<file path="config.mk">
export PLATFORM = sky130hd
export DESIGN_NAME = morse_key_timer
export DESIGN_NICKNAME = d
export VERILOG_FILES = /design/src/rtl/morse_key_timer.sv
export SDC_FILE = /design/constraint.sdc
export NUM_CORES = 1
export LEC_CHECK = 0
export BUFFER_PORTS_ARGS = -buffer_cell sky130_fd_sc_hd__buf_2
export CAP_MARGIN = 5
export CORE_ASPECT_RATIO = 0.9
export CORE_MARGIN = 10
export CORE_UTILIZATION = 50
export CTS_CLUSTER_SIZE = 20
export DETAILED_ROUTE_END_ITERATION = 6
export MAX_ROUTING_LAYER = met4
export PLACE_DENSITY = 0.74
export SKIP_CTS_REPAIR_TIMING = 1
export SLEW_MARGIN = 10
export SYNTH_ARGS = -nofsm -noshare
export SYNTH_HDL_FRONTEND = slang
export SYNTH_SLANG_ARGS = --single-unit
</file>
<file path="constraint.sdc">
create_clock -name clk -period 3.9 [get_ports clk]
set_input_delay 1.17 -clock clk [delete_from_list [all_inputs] [get_ports clk]]
set_output_delay 1.17 -clock clk [all_outputs]
set_load 0.005 [all_outputs]
</file>
<file path="src/rtl/morse_key_timer.sv">
// Straight-key front end: synchronises the key, times presses and gaps in tick
// units, and emits registered dot/dash/err/lg/wg strobes for the morse decoder.
module morse_key_timer #(
    parameter int CNT_W     = 8,
    parameter int MIN_PRESS = 1,
    parameter int DOT_MAX   = 2,
    parameter int DASH_MAX  = 6,
    parameter int LG_MIN    = 3,
    parameter int WG_MIN    = 7
) (
    input  logic clk,
    input  logic rst,
    input  logic key_in,
    input  logic tick,
    output logic dot,
    output logic dash,
    output logic lg,
    output logic wg,
    output logic err,
    output logic busy
);

    localparam int LIMIT = 1 << CNT_W;

    if (!(MIN_PRESS >= 1 && MIN_PRESS <= DOT_MAX && DOT_MAX < DASH_MAX &&
          LG_MIN < WG_MIN && DASH_MAX < LIMIT && WG_MIN < LIMIT)) begin : g_bad_params
        $error("morse_key_timer: illegal timing parameter set");
    end

    localparam logic [CNT_W-1:0] MIN_C  = CNT_W'(MIN_PRESS);
    localparam logic [CNT_W-1:0] DOT_C  = CNT_W'(DOT_MAX);
    localparam logic [CNT_W-1:0] DASH_C = CNT_W'(DASH_MAX);
    localparam logic [CNT_W-1:0] LG_C   = CNT_W'(LG_MIN);
    localparam logic [CNT_W-1:0] WG_C   = CNT_W'(WG_MIN);
    localparam logic [CNT_W-1:0] MAX_C  = '1;

    typedef enum logic [1:0] {
        IDLE  = 2'd0,
        PRESS = 2'd1,
        GAP   = 2'd2
    } state_t;

    state_t           state_q;
    logic [CNT_W-1:0] cnt_q;
    logic             sync1_q;
    logic             key_s_q;
    logic             letter_open_q;
    logic             from_idle_q;
    logic             dot_q, dash_q, lg_q, wg_q, err_q, busy_q;

    logic [CNT_W-1:0] cnt_d;
    logic [CNT_W-1:0] cnt_load;

    // Saturating increment on tick; the entry value already counts the entry tick.
    always_comb begin
        cnt_d    = (tick && cnt_q != MAX_C) ? cnt_q + 1'b1 : cnt_q;
        cnt_load = tick ? CNT_W'(1) : '0;
    end

    // NOTE: every register here, including the synchroniser, uses non-blocking
    // assignment so all flops update from the same pre-edge values.
    always_ff @(posedge clk or posedge rst) begin
        if (rst) begin
            state_q       <= IDLE;
            cnt_q         <= '0;
            sync1_q       <= 1'b0;
            key_s_q       <= 1'b0;
            letter_open_q <= 1'b0;
            from_idle_q   <= 1'b0;
            dot_q         <= 1'b0;
            dash_q        <= 1'b0;
            lg_q          <= 1'b0;
            wg_q          <= 1'b0;
            err_q         <= 1'b0;
            busy_q        <= 1'b0;
        end else begin
            sync1_q <= key_in;
            key_s_q <= sync1_q;
            dot_q   <= 1'b0;
            dash_q  <= 1'b0;
            lg_q    <= 1'b0;
            wg_q    <= 1'b0;
            err_q   <= 1'b0;

            case (state_q)
                IDLE: begin
                    if (key_s_q) begin
                        state_q     <= PRESS;
                        cnt_q       <= cnt_load;
                        from_idle_q <= 1'b1;
                        busy_q      <= 1'b1;
                    end
                end

                PRESS: begin
                    if (key_s_q) begin
                        cnt_q <= cnt_d;
                    end else if (cnt_q < MIN_C) begin
                        if (from_idle_q) begin
                            state_q <= IDLE;
                            cnt_q   <= '0;
                            busy_q  <= 1'b0;
                        end else begin
                            state_q <= GAP;
                            cnt_q   <= cnt_load;
                        end
                    end else begin
                        state_q       <= GAP;
                        cnt_q         <= cnt_load;
                        letter_open_q <= 1'b1;
                        if (cnt_q <= DOT_C)       dot_q  <= 1'b1;
                        else if (cnt_q <= DASH_C) dash_q <= 1'b1;
                        else                      err_q  <= 1'b1;
                    end
                end

                GAP: begin
                    if (key_s_q) begin
                        state_q     <= PRESS;
                        cnt_q       <= cnt_load;
                        from_idle_q <= 1'b0;
                    end else begin
                        cnt_q <= cnt_d;
                        // lg takes priority so it can never share a cycle with wg.
                        if (letter_open_q && cnt_d >= LG_C) begin
                            lg_q          <= 1'b1;
                            letter_open_q <= 1'b0;
                        end else if (cnt_d >= WG_C) begin
                            wg_q    <= 1'b1;
                            state_q <= IDLE;
                            busy_q  <= 1'b0;
                        end
                    end
                end

                default: begin
                    state_q <= IDLE;
                    busy_q  <= 1'b0;
                end
            endcase
        end
    end

    assign dot  = dot_q;
    assign dash = dash_q;
    assign lg   = lg_q;
    assign wg   = wg_q;
    assign err  = err_q;
    assign busy = busy_q;

endmodule

</file>
# Word-level counts from Yosys, hierarchy flattened
# Cells that the tools add are included.
# op_classes
addsub	1
magnitude_cmp	5
n_eq_ne	15
mux	52
n_reduce_logical	11
# op_table
cell	count
$mux 8	5
$mux 1	35
$pmux 8 s3	1
$ne 2x2->1 const B	10
$mux 2	7
$add 8x1->8 const B	1
$ge 8x2->1 const B	1
$ge 8x3->1 const B	1
$le 8x2->1 const B	1
$le 8x3->1 const B	1
$lt 8x1->1 const B	1
$ne 8x8->1 const B	1
$reduce_and 7->1	1
$ne 3x3->1 const B	2
$pmux 2 s3	1
$reduce_and 5->1	1
$pmux 1 s2	2
$reduce_and 4->1	1
$reduce_bool 2->1	2
$pmux 1 s3	1
$reduce_and 3->1	1
$reduce_bool 3->1	1
$eq 2x1->1 const B	1
$eq 2x2->1 const B	1
other kinds (3)	4
# totals
reg_bits	20
in_bits	4
out_inout_bits	6
elab_cells	96

# Longest topological paths before layout
# depth
word_depth	8
ltp_mapped	9
mapped_depth_nobuf	8

# Worst setup path after synthesis
# OpenSTA, ideal clock, no wires.
# synth_timing
path_type	input -> register
from	in tick
to	reg busy_q (netlist: busy)
setup_ns	0.125
arrival_ns	2.560
required_time_ns	3.775
setup_slack_ns	1.215
stages	6
path_buffers	1
cell_sequence	clkbuf_1 > or4bb_1 > a21boi_0 > nor3_1 > a31oi_1 > mux2_2
# synth_via
elab_chain_len	6
word_cells_on_any_way	8
cone_classes	2 x order compare; 2 x eq/ne; 1 x mux; 3 x reduce/logical
# synth_rtl
element	line	text
from (decl)	14	input logic tick,
$logic_and 1x1->1 *	56	cnt_d = (tick && cnt_q != MAX_C) ? cnt_q + 1'b1 : cnt_q;
$mux 8 *	56	
$ge 8x2->1	125	if (letter_open_q && cnt_d >= LG_C) begin
$logic_and 1x1->1	125	
$ne 2x2->1 (no source line)	--	
$reduce_and 7->1 (no source line) *	--	
to (signal assigned)	102	busy_q <= 1'b0;
to (signal assigned)	131	busy_q <= 1'b0;
to (signal assigned)	138	busy_q <= 1'b0;
to (decl)	49	logic dot_q, dash_q, lg_q, wg_q, err_q, busy_q;
# Every way passes the cells marked *; elsewhere a longest branch is shown, timed or not.
# A chain may end at the register's enable or synchronous reset.

# Worst setup path after layout
# Ends and elaborated chain as after synthesis.

==> metrics.txt <==
Avg WL per Cell 15.5 µm; Fin. Hold Viols 0; top-count cell post-synth sky130_fd_sc_hd__dfrtp_1; ANT cells 0; Most common cell on crit path sky130_fd_sc_hd__mux2_2; Max IR drop VDD 0.357 mV; total power draw 744 µW; number of buffer and inverter instances along the worst setup path 1; top cells by area in the synthesized netlist sky130_fd_sc_hd__dfrtp_1 (37%), sky130_fd_sc_hd__ha_1 (7.4%), sky130_fd_sc_hd__nand2_1 (5.2%); initial antenna violation count 0; clock skew after layout 3.14 ps; Slowest cell on crit path sky130_fd_sc_hd__mux2_2; standard-cell row count 17; DRT antenna net count 0; clock root cell sky130_fd_sc_hd__clkbuf_4; Die Width 75 µm; worst setup path class input port to flop; clock-pin slew on the worst setup and hold paths 110 ps; number of buffers created by CTS 3; via count 1210; full die area 0.00521 mm²; wire length of the first global-routing pass 4970 µm; time the final worst path needs with I/O delays and setup 2610 ps; Ys Warns 0; hold wc startpoint sync1_q; simple-gate share of the synthesized area 23.9%; Max Buffers Root-to-Sink 2; post-synthesis register bit count 20; most instantiated cells after synthesis sky130_fd_sc_hd__dfrtp_1 (20), sky130_fd_sc_hd__nand2_1 (19), sky130_fd_sc_hd__a21oi_1 (11); area added between synthesis and finish 5.42%; setup_tns 0 ps; global route total overflow 0; max FFs per register 8; share of synthesized area occupied by flip-flops and latches 36.8%; Chip Height 69.5 µm; Mapped Nets 169; Syn Std Cell Area 0.00136 mm²; TritonCTS clock tree built; Startpoint Class input port; Worst-Skew Late Latency 300 ps; sum of met3 wire segment lengths after detailed routing 241 µm; Hold WC Path Type flop to flop; static power due to leakage 0.637 nW; nets@finish 174; core area 0.00253 mm²; cell class contributing the biggest share of worst-path delay multiplexers; main combinational cell family by area after synthesis simple AND/OR/NAND/NOR gates; Synth Area in Compound Gates 23.3%; largest net degree at the start of global routing 21; total power divided by cell area 519 mW/mm²; Pre-Repair DR Iteration Count 4; synth unique cells 45; Reg-to-Reg Start cnt_q[0]; kind of end point of the critical path flop; Final Slew Violations 0; worst slew margin relative to its limit 51.3%; area share of fa/ha/maj cells after synthesis 7.35%; routed via count divided by cell count 6.40; weighted congestion at the end of routability-driven global placement 0.864; Detailed Route WL 2930 µm; total routed wire length on the met1 layer 1340 µm; top metal layer carrying routed signals met4; multiplexer share of the synthesized area 2.39%; largest area contributor in the netlist sky130_fd_sc_hd__dfrtp_1; commonest register cell after synthesis sky130_fd_sc_hd__dfrtp_1; top-level port count 10; max-capacitance violation count 0; via count of the first global-routing pass 1116; number of enable flip-flop cells after synthesis 0; crit-path cells buf_2 > and4_1 > mux2_2 > o22ai_1 > and3_1 > a31oi_1 > mux2_2; setup repair after global routing missed its margin false; share of final-layout standard cells stronger than drive strength 1 12.4%; gate count of the mapped netlist 157; Worst Max-Slew Pin Slew 729 ps; slowest cell delay on critical path 350 ps; register name with the most flops cnt_q; DR WL met2 1340 µm; total DRC errors in the routed layout 0; sink count of the clock tree 20; total number of H-tree levels 1; setup slack on the worst flop-to-flop path 1350 ps; initial core utilization 53.8%; Critical Path Source tick; final setup violation count 0; detailed router's first-iteration violation count 146; Final HPWL DP 2170 µm; Post-Synthesis Mean Instance Area 8.67 µm²; xor/xnor share of the synthesized area 0.643%; Worst EP arrival 2810 ps; Port Buffer Count 9; ratio of final minimum period to clock period 66.9%; registers with the highest flip-flop counts cnt_q x8, state_q x2; global-route usage over all layers 11.7%; share of the synthesized area in the top cell type 36.8%; top achievable clock speed 0.383 GHz; fraction of registers with async set or reset after synthesis 100%; CP Data Required Time 4100 ps; Critical Path Fanout Max 12; status finished, final reports clean
==> power breakdown <==
group          internal, mW  total [mW]  leakage (nW)  switching (mW)
clock network        0.0570       0.119        0.0210          0.0620
logic                 0.149       0.343         0.357           0.194
registers             0.240       0.282         0.259          0.0419
==> cell usage in the layout (no fill, tap or decap), types with 2 or more instances in the layout <==
cell type | Yosys | routed
sky130_fd_sc_hd__dfrtp_1 | 20 | 20
sky130_fd_sc_hd__nand2_1 | 19 | 19
sky130_fd_sc_hd__a21oi_1 | 11 | 11
sky130_fd_sc_hd__inv_1 | 9 | 9
sky130_fd_sc_hd__buf_2 | 1 | 9
sky130_fd_sc_hd__o21ai_0 | 8 | 8
sky130_fd_sc_hd__ha_1 | 8 | 8
sky130_fd_sc_hd__nor3_1 | 7 | 7
sky130_fd_sc_hd__nand3_1 | 6 | 6
sky130_fd_sc_hd__nor2_1 | 6 | 6
sky130_fd_sc_hd__a31oi_1 | 6 | 6
sky130_fd_sc_hd__nand2b_1 | 4 | 4
sky130_fd_sc_hd__o31ai_1 | 3 | 3
sky130_fd_sc_hd__and3_1 | 3 | 3
sky130_fd_sc_hd__nor2b_1 | 3 | 3
sky130_fd_sc_hd__o2bb2ai_1 | 3 | 3
sky130_fd_sc_hd__clkbuf_4 | 0 | 3
sky130_fd_sc_hd__and4_1 | 2 | 2
sky130_fd_sc_hd__mux2_2 | 2 | 2
sky130_fd_sc_hd__or4_4 | 2 | 2
sky130_fd_sc_hd__a21o_1 | 2 | 2
sky130_fd_sc_hd__a311oi_1 | 2 | 2
==> logic make-up (layout without fill, tap and decap cells) <==
family	Yosys count	count (layout)
AND/OR/NAND/NOR	60	60
AO/OA/AOI/OAI	47	47
flip-flops	20	20
buffers and inverters	18	22
adder cells (fa/ha/maj)	8	8
multiplexers	3	3
XOR/XNOR	1	1
==> stage by stage <==
stage / utilization (%) / worst slack [ps] / hold WS [ps] / instance area (µm²) / std cells
5_1_grt: 56.7 / 1170 / 371 / 1440 / 189
2_1_floorplan: - / 1220 / 331 / 1360 / 157
6_report: 56.7 / 1290 / 363 / 1440 / 189
3_3_place_gp: 55.3 / 1060 / 336 / 1400 / 185
3_5_place_dp: 55.3 / 1010 / 341 / 1400 / 185
4_1_cts: 56.7 / 1330 / 368 / 1440 / 189
==> final timing paths <==
check / endpoint / cells past startpoint
max: busy / 7
min: key_s_q / 0
max reg2reg: busy / 7
min reg2reg: key_s_q / 0
max in group asynchronous: state_q[1] / 2
min in group asynchronous: cnt_q[3] / 2
==> worst reg2reg max path, stage by stage, from the launching register on <==
cell and delay (ps):
sky130_fd_sc_hd__dfrtp_1 530, sky130_fd_sc_hd__ha_1 350, sky130_fd_sc_hd__nand2_1 180, sky130_fd_sc_hd__o31ai_1 460, sky130_fd_sc_hd__o22ai_1 120, sky130_fd_sc_hd__and3_1 220, sky130_fd_sc_hd__a31oi_1 230, sky130_fd_sc_hd__mux2_2 360
==> area by class of cell <==
type	count	area [µm²]
Multi-Input combinational cell	119	785
Fill cell	229	1100
Inverter	9	33.8
Timing Repair Buffer	9	45.0
Tap cell	28	35.0
Sequential cell	20	500
Clock buffer	4	36.3
==> metal layers <==
metal	GRT usage [%]	up-vias
met5	-	-
met4	3.96	0
met3	3.42	2
met2	16.2	52
met1	15.7	571
li1	-	585
Power figures use the tool's default switching activity.
